==> src/rtl/adder_pkg.sv <==
// Shared definitions for the pipelined carry-lookahead adder.
//   seg_carry_t   : carry record produced by one lookahead segment
//   SEG_W_DEFAULT : default lookahead segment width
//   nseg()        : number of pipeline stages for a given width/segment
package adder_pkg;

  localparam int SEG_W_DEFAULT = 4;

  // Carry information of one segment. The segment sum travels in the
  // per-stage sum register; this record carries the two carries needed
  // downstream: cout feeds the next stage, c_msb (carry into the top bit)
  // combines with cout for signed overflow in the last segment.
  typedef struct packed {
    logic cout;
    logic c_msb;
  } seg_carry_t;

  function automatic int nseg(input int width, input int seg_w);
    return width / seg_w;
  endfunction

endpackage

==> src/rtl/cla_segment.sv <==
// Combinational SEG_W-bit carry-lookahead segment.
//   a, b   : segment operands
//   cin    : carry into bit 0
//   sum    : segment sum
//   cout   : carry out of the top bit
//   c_msb  : carry into the top bit (for signed overflow)
// Every internal carry is a flat sum of products over generate/propagate
// terms, so no carry ripples through another carry inside the segment.
module cla_segment #(
  parameter int SEG_W = 4
) (
  input  logic [SEG_W-1:0] a,
  input  logic [SEG_W-1:0] b,
  input  logic             cin,
  output logic [SEG_W-1:0] sum,
  output logic             cout,
  output logic             c_msb
);

  logic [SEG_W-1:0] g;
  logic [SEG_W-1:0] p;
  logic [SEG_W:0]   c;

  assign g = a & b;
  assign p = a ^ b;

  // c[i+1] = cin & p[0..i]  |  OR_j ( g[j] & p[j+1..i] )
  always_comb begin
    logic term;
    logic acc;
    term = 1'b0;
    acc  = 1'b0;
    c    = '0;
    c[0] = cin;
    for (int i = 0; i < SEG_W; i++) begin
      term = cin;
      for (int j = 0; j <= i; j++) term = term & p[j];
      acc = term;
      for (int j = 0; j <= i; j++) begin
        term = g[j];
        for (int m = j + 1; m <= i; m++) term = term & p[m];
        acc = acc | term;
      end
      c[i+1] = acc;
    end
  end

  assign sum   = p ^ c[SEG_W-1:0];
  assign cout  = c[SEG_W];
  assign c_msb = c[SEG_W-1];

endmodule

==> src/rtl/pipelined_cla_adder.sv <==
// Pipelined carry-lookahead adder/subtractor, one register stage per
// SEG_W-bit segment (NSEG = WIDTH/SEG_W stages; WIDTH must be a multiple
// of SEG_W).
//   clk, rst            : clock, synchronous active-high reset
//   in_valid/in_ready   : input handshake
//   in_a, in_b, in_sub  : operands; in_sub=1 computes A + ~B + 1
//   out_valid/out_ready : output handshake
//   out_sum, out_cout   : result mod 2^WIDTH, carry out of MSB
//   out_ovf             : signed overflow
//
// Handshake: a beat moves across an interface on a rising edge where
// valid && ready. valid never depends on ready; in_ready depends
// combinationally on out_ready through the per-stage load chain only.
// A stage loads when it is empty or when the stage after it loads/drains,
// so bubbles collapse and a full pipe holds NSEG beats. While out_valid is
// high and out_ready low the last stage does not load, so its outputs hold.
//
// Stage k holds the low (k+1)*SEG_W sum bits, the carry out of segment k,
// and only the operand bits not yet consumed.
module pipelined_cla_adder
  import adder_pkg::*;
#(
  parameter int WIDTH = 12,
  parameter int SEG_W = SEG_W_DEFAULT
) (
  input  logic             clk,
  input  logic             rst,
  input  logic             in_valid,
  output logic             in_ready,
  input  logic [WIDTH-1:0] in_a,
  input  logic [WIDTH-1:0] in_b,
  input  logic             in_sub,
  output logic             out_valid,
  input  logic             out_ready,
  output logic [WIDTH-1:0] out_sum,
  output logic             out_cout,
  output logic             out_ovf
);

  localparam int NSEG = nseg(WIDTH, SEG_W);

  logic [WIDTH-1:0] b_eff;
  assign b_eff = in_sub ? ~in_b : in_b;

  for (genvar k = 0; k < NSEG; k++) begin : g_stage
    localparam int HI = (k + 1) * SEG_W;

    logic             up_valid;
    logic [SEG_W-1:0] seg_a;
    logic [SEG_W-1:0] seg_b;
    logic             seg_cin;
    logic [SEG_W-1:0] seg_sum;
    logic [HI-1:0]    sum_next;
    seg_carry_t       seg_c;
    logic             seg_cout;
    logic             seg_c_msb;
    logic             load;
    logic             valid_q;
    logic [HI-1:0]    sum_q;
    logic             cout_q;

    if (k == 0) begin : g_src
      assign up_valid = in_valid;
      assign seg_a    = in_a[SEG_W-1:0];
      assign seg_b    = b_eff[SEG_W-1:0];
      assign seg_cin  = in_sub;
      assign sum_next = seg_sum;
    end else begin : g_src
      assign up_valid = g_stage[k-1].valid_q;
      assign seg_a    = g_stage[k-1].g_ops.a_rem[SEG_W-1:0];
      assign seg_b    = g_stage[k-1].g_ops.b_rem[SEG_W-1:0];
      assign seg_cin  = g_stage[k-1].cout_q;
      assign sum_next = {seg_sum, g_stage[k-1].sum_q};
    end

    cla_segment #(.SEG_W(SEG_W)) u_seg (
      .a     (seg_a),
      .b     (seg_b),
      .cin   (seg_cin),
      .sum   (seg_sum),
      .cout  (seg_cout),
      .c_msb (seg_c_msb)
    );

    assign seg_c = '{cout: seg_cout, c_msb: seg_c_msb};

    if (k == NSEG - 1) begin : g_load
      assign load = !valid_q || out_ready;
    end else begin : g_load
      assign load = !valid_q || g_stage[k+1].load;
    end

    always_ff @(posedge clk) begin
      if (rst) begin
        valid_q <= 1'b0;
        sum_q   <= '0;
        cout_q  <= 1'b0;
      end else if (load) begin
        valid_q <= up_valid;
        if (up_valid) begin
          sum_q  <= sum_next;
          cout_q <= seg_c.cout;
        end
      end
    end

    // Operand bits above this segment, still to be added downstream.
    if (k < NSEG - 1) begin : g_ops
      localparam int REM = WIDTH - HI;
      logic [REM-1:0] a_rem;
      logic [REM-1:0] b_rem;
      logic [REM-1:0] a_next;
      logic [REM-1:0] b_next;

      if (k == 0) begin : g_sel
        assign a_next = in_a[WIDTH-1:SEG_W];
        assign b_next = b_eff[WIDTH-1:SEG_W];
      end else begin : g_sel
        assign a_next = g_stage[k-1].g_ops.a_rem[REM+SEG_W-1:SEG_W];
        assign b_next = g_stage[k-1].g_ops.b_rem[REM+SEG_W-1:SEG_W];
      end

      always_ff @(posedge clk) begin
        if (rst) begin
          a_rem <= '0;
          b_rem <= '0;
        end else if (load && up_valid) begin
          a_rem <= a_next;
          b_rem <= b_next;
        end
      end
    end

    if (k == NSEG - 1) begin : g_last
      logic ovf_q;
      always_ff @(posedge clk) begin
        if (rst) begin
          ovf_q <= 1'b0;
        end else if (load && up_valid) begin
          ovf_q <= seg_c.cout ^ seg_c.c_msb;
        end
      end
    end
  end

  assign in_ready  = g_stage[0].load;
  assign out_valid = g_stage[NSEG-1].valid_q;
  assign out_sum   = g_stage[NSEG-1].sum_q;
  assign out_cout  = g_stage[NSEG-1].cout_q;
  assign out_ovf   = g_stage[NSEG-1].g_last.ovf_q;

endmodule

==> config.mk <==
export PLATFORM = sky130hd
export DESIGN_NAME = pipelined_cla_adder
export DESIGN_NICKNAME = d
export VERILOG_FILES = /design/src/rtl/adder_pkg.sv /design/src/rtl/cla_segment.sv /design/src/rtl/pipelined_cla_adder.sv
export SDC_FILE = /design/constraint.sdc
export NUM_CORES = 1
export LEC_CHECK = 0
export ABC_AREA = 0
export ABC_CLOCK_PERIOD_IN_PS = 3500
export BUFFER_PORTS_ARGS = -buffer_cell sky130_fd_sc_hd__buf_2
export CORE_MARGIN = 4
export CORE_UTILIZATION = 23
export CTS_BUF_LIST = sky130_fd_sc_hd__clkbuf_8
export CTS_CLUSTER_SIZE = 14
export DETAILED_ROUTE_END_ITERATION = 7
export GPL_ROUTABILITY_DRIVEN = 0
export GPL_TIMING_DRIVEN = 0
export PLACE_DENSITY_LB_ADDON = 0.15
export SLEW_MARGIN = 20
export SYNTH_ARGS = -nofsm -noshare
export SYNTH_HDL_FRONTEND = slang
export SYNTH_HIERARCHICAL = 1
export SYNTH_SLANG_ARGS = --single-unit
==> constraint.sdc <==
create_clock -name clk -period 3.5 [get_ports clk]
set_input_delay 0.875 -clock clk [delete_from_list [all_inputs] [get_ports clk]]
set_output_delay 0.875 -clock clk [all_outputs]
set_load 0.05 [all_outputs]
[Word level (Yosys, flattened, before mapping)]
Cells that the tools add are included.
Operators by class
  multiplexer cells: 1
  bitwise logic cells: 71
  reductions and logical operators: 12
Operator list (count)
  AND 1 bit: 30
  OR 1 bit: 30
  XOR 4 bit: 6
  AND 4 bit: 3
  2-to-1 mux 12 bit: 1
  NOT 12 bit: 1
  AND reduction 2 bit: 3
  logical AND 1 bit: 3
  zero test 1 bit: 3
  logical OR 1 bit: 3
  XOR 1 bit: 1
Storage, ports and cells
  flip-flop bits (word level): 55
  output and inout bits: 16

[Depth between registers and ports, before layout]
  depth after elaboration: 11
  gate-level depth with buffers: 9
  depth with buffers taken out: 8

[By module]
Netlist, hierarchy kept.
Modules (own cells, without submodules)
  pipelined_cla_adder: instances 1, cells each 242, area an instance 2288.4 um^2
  cla_segment at g_stage[0].u_seg ...: instances 2, cells each 15, area an instance 162.7 um^2
  cla_segment at g_stage[2].u_seg: instances 1, cells each 15, area an instance 146.4 um^2

[Least setup slack after synthesis]
OpenSTA, ideal clock, no wires.
  kind: input-to-reg
  start: input port in_sub
  end: register g_stage[0].sum_q[3]
  library setup time: 116 ps
  arrival: 2363 ps
  required time: 3384 ps
  path slack: 1021 ps
  cell stages on the path: 8
  cell sequence: buf_2 xor2_1 ha_1 ha_1 o211ai_2 nand2_2 xor2_2 a31o_2
Between the ends
  cells in the longest elaborated chain, start to end: 9
  elaborated cells on any way between the ends: 13
  those cells by class: 1 x mux; 12 x bitwise
RTL lines
  start: declaration: RTL line pipelined_cla_adder.sv:32  | input logic in_sub,
  2-to-1 mux 12 bit (*): RTL line pipelined_cla_adder.sv:43  | assign b_eff = in_sub ? ~in_b : in_b;
  via b_eff[0]: RTL line pipelined_cla_adder.sv:42  | logic [WIDTH-1:0] b_eff;
  XOR 4 bit: RTL line cla_segment.sv:25  | assign p = a ^ b;
  AND 1 bit (3 in a row): RTL line cla_segment.sv:37  | for (int j = 0; j <= i; j++) term = term & p[j];
  OR 1 bit (*) (3 in a row): RTL line cla_segment.sv:42  | acc = acc | term;
  via g_stage[0].seg_c_msb: RTL line pipelined_cla_adder.sv:56  | logic seg_c_msb;
  XOR 4 bit (*): RTL line cla_segment.sv:48  | assign sum = p ^ c[SEG_W-1:0];
  via g_stage[0].seg_sum[3]: RTL line pipelined_cla_adder.sv:52  | logic [SEG_W-1:0] seg_sum;
  end signal: assignment: RTL line pipelined_cla_adder.sv:101  | sum_q <= sum_next;
  end: declaration: RTL line pipelined_cla_adder.sv:59  | logic [HI-1:0] sum_q;
Mark *: on every way through the listed nets, which the timed path passes. The rest lies on a longest branch.
A chain may end at the register's enable or synchronous reset.

[Worst setup path in the final report]
  start: input port out_ready
  end: output port in_ready
Between the ends
  cells in the longest elaborated chain, start to end: 3
RTL lines
  start: declaration: RTL line pipelined_cla_adder.sv:34  | input logic out_ready,
  logical OR 1 bit: RTL line pipelined_cla_adder.sv:88  | assign load = !valid_q || out_ready;
  logical OR 1 bit (2 in a row): RTL line pipelined_cla_adder.sv:90  | assign load = !valid_q || g_stage[k+1].load;
  end: declaration: RTL line pipelined_cla_adder.sv:29  | output logic in_ready,
Every way passes these cells.

==> results.py <==
metrics = {
    "sta": {
        "timing.fmax_mhz": 367,
        "setup_tns_ns": 0,
        "period_needed_ns": 2.72,
        "layout_setup_ws_ns": 0.775,
        "period_share": 0.779,
        "slew-limit-headroom": 0.666,
        "finalSetupViolations": 0,
        "report.final.slew_viol_count": 0,
        "clock-skew-final_ns": 0.0143,
        "hold_viol": 0,
        "rsz0062_at_grt": "false",
        "worstMarginPinSlew_ns": 0.501,
    },
    "yosys": {
        "synthAdderAreaFrac": 0.0898,
        "synth-compound-area-share": 0.196,
        "syn_nets": 334,
        "yosys_warnings": 6,
        "synthSimpleGateAreaFrac": 0.120,
        "ys_async_sr_fraction": 0,
        "synth_edf_count": 0,
        "avgSynthCellArea_sq_um": 9.62,
        "synth_most_common_cell": "dfxtp_1",
        "synth.area.top_cells": "dfxtp_1 (40%), ha_1 (6.8%), mux2i_1 (6.2%)",
        "ys_types": 36,
        "yosys-top-cells-count": "dfxtp_1 (55), a21oi_1 (31), nand2_1 (26), o21ai_0 (22), nand3_1 (18)",
        "synth_mux_area_frac": 0.0617,
        "synth_top_family_by_area": "compound AO/OA/AOI/OAI gates",
        "synth.cell_area_sq_um": 2760,
        "dominantRegCellSynth": "dfxtp_1",
        "yosysSeqAreaShare": 0.399,
        "synth_seq_cells": 55,
        "netlist_instances": 287,
        "synthXorXnorAreaFrac": 0.0752,
        "synth_area_leader_cell": "dfxtp_1",
        "yosys.area.top_type_share": 0.399,
    },
    "placement": {
        "hpwl_um": 5240,
        "dp_slack_ns": 0.648,
        "port_buffers": 44,
    },
    "setup_path": {
        "worst-path-buf-inv": 5,
        "start_kind": "input port",
        "crit_chain": "buf_2, and4b_1, buf_6, inv_6, buf_6, buf_2",
        "crit_type": "in -> out",
        "slowest_stage": "and4b_1",
        "cp.arrival_ns": 1.85,
        "path_max_fanout": 10,
        "cpPeakStageDelay_ns": 0.30,
        "cpLargestDelayFamily": "buffers and inverters",
        "end_kind": "output port",
        "required_ns": 2.62,
    },
    "detailed_routing": {
        "first_iter_violations": 71,
        "ant_nets": 0,
        "num_vias": 2105,
        "wl_um": 6680,
        "drc": 0,
        "avgRoutedWirePerCell_um": 13.9,
        "routed_via_density": 4.38,
        "dr.pass1.iters": 4,
    },
    "cells_and_area": {
        "diodes": 0,
        "area_growth_pct": 17.6,
        "nFillCells": 1244,
        "drive_gt1_frac": 0.257,
        "nets": 385,
        "utilization": 0.281,
    },
    "cts": {
        "clk_latency_ns": 0.31,
        "cts_root_buffer": "clkbuf_8",
        "ctsLongestPathBuffers": 2,
        "post_cts.repair.setup_buffers": 0,
        "cts_buffers": 5,
        "cts.sinks": 55,
        "cts_resized": 0,
        "cts_tree": "done",
        "clkSlewWorstSetupHoldPaths_ns": 0.09,
        "cts-hold-fix-buffers": 0,
        "h-tree-depth": 2,
    },
    "pwr": {
        "p_int_uw": 899,
        "swShare": 0.274,
        "p_clk_frac": 0.293,
        "p_total_uw": 1240,
        "p_switching_uw": 339,
        "vdd_drop_max_mv": 0.153,
        "p_comb_frac": 0.165,
        "pwr-share-seq": 0.543,
        "p_leak_uw": 0.00136,
        "power_density_nw_per_um2": 382,
    },
    "die": {
        "start_util": 0.239,
        "die-area_sq_um": 13800,
        "core_sq_um": 11600,
        "pin_count": 45,
        "row_count": 39,
        "die_w_um": 118,
        "die_y_um": 118,
    },
    "flow_run": {
        "max_cap_violations": 0,
    },
    "global_route": {
        "grt_max_degree": 16,
        "antenna_found_initial": 0,
        "grtUsageTotal": 0.0979,
        "grt_pass1_vias": 2117,
        "grt_pass1_wl_um": 11200,
        "overflow": 0,
    },
    "min_path": {
        "hold_path.class": "reg -> reg",
    },
    "outcome": {
        "outcome": "finished clean",
    },
}
worst min-delay path, cell delays in order (launching register included):
cell     delay [ns]
dfxtp_1        0.32
nand2_1        0.05
mux2i_1        0.05
per-stage QoR:
stage	cells	hold slack, ns	area (sq um)
3_5_place_dp	474	0.457	3160
4_1_cts	481	0.472	3250
3_3_place_gp	474	0.451	3160
2_1_floorplan	287	0.435	2760
6_report	481	0.470	3250
5_1_grt	481	0.499	3250
power by group through the flow:
stage / Clock, uW / Sequential [uW] / Combinational [uW]
6_report: 362 / 672 / 204
2_1_floorplan: 0 / 690 / 140
3_3_place_gp: 0 / 687 / 206
5_1_grt: 403 / 676 / 227
4_1_cts: 379 / 673 / 208
3_5_place_dp: 0 / 687 / 207
flip-flops by register name, summed over array words and instances, names as in the netlist:
register,count
g_stage.valid_q,2
out_ovf,1
out_sum,12
out_valid,1
out_cout,1
g_stage.sum_q,12
g_stage.g_ops.a_rem,12
g_stage.g_ops.b_rem,12
g_stage.cout_q,2
worst paths after layout:
check,slack (ns),cells past startpoint,start,endpoint
setup reg to reg,1.63,7,g_stage[1].g_ops.a_rem[0]$_SDFFE_PP0P_,out_ovf$_SDFFE_PP0P_
hold / removal,0.47,2,g_stage[1].sum_q[2]$_SDFFE_PP0P_,g_stage[1].sum_q[2]$_SDFFE_PP0P_
hold reg to reg,0.47,2,g_stage[1].sum_q[2]$_SDFFE_PP0P_,g_stage[1].sum_q[2]$_SDFFE_PP0P_
setup / recovery,0.78,6,out_ready,in_ready
layout by cell type (no fill, tap or decap), types with 2 or more instances in the layout:
cell type | synthesis | final
o21ai_0 | 22 | 22
nand3_1 | 18 | 18
a211oi_2 | 4 | 4
nand2_1 | 26 | 26
o21a_1 | 3 | 3
xor2_2 | 2 | 2
nand2b_1 | 9 | 9
buf_2 | 5 | 49
xor2_1 | 12 | 12
buf_6 | 5 | 5
a21o_1 | 3 | 3
fa_1 | 3 | 3
nor2_1 | 4 | 4
inv_1 | 3 | 3
nand2_2 | 3 | 3
a21oi_1 | 31 | 31
xnor2_1 | 8 | 8
clkbuf_8 | 0 | 6
a21oi_2 | 6 | 6
mux2i_1 | 17 | 17
dfxtp_1 | 55 | 55
o211ai_2 | 2 | 2
nand4_1 | 4 | 4
clkbuf_1 | 9 | 9
a31o_1 | 4 | 4
a31o_2 | 4 | 4
ha_1 | 15 | 15
logic make-up (layout without fill, tap and decap cells):
kind of cell             after synthesis  count (layout)
AO/OA/AOI/OAI                         83              83
XOR/XNOR                              22              22
adder cells (fa/ha/maj)               18              18
buffers and inverters                 25              76
flip-flops                            55              55
multiplexers                          17              17
AND/OR/NAND/NOR                       67              67
routing by layer:
metal / part of all wire / wire length, um / GRT usage
met3: 0.047 / 313 / 0.0216
met5: 0 / 0 / 0
met2: 0.41 / 2750 / 0.144
met1: 0.53 / 3560 / 0.146
met4: 0.0073 / 49 / 0.0220
final cells by class:
type / count / area [sq um] / share of cell area
multi-input cells: 207 / 1500 / 0.461
plain buffers: 21 / 143 / 0.0439
inverters: 4 / 20.0 / 0.00617
well taps: 143 / 179 / 0.0551
flip-flops and latches: 55 / 1100 / 0.339
repair buffers: 44 / 220 / 0.0678
clock buffers: 6 / 82.6 / 0.0254
clock inverters: 1 / 5.00 / 0.00154
Power figures use the tool's default switching activity.
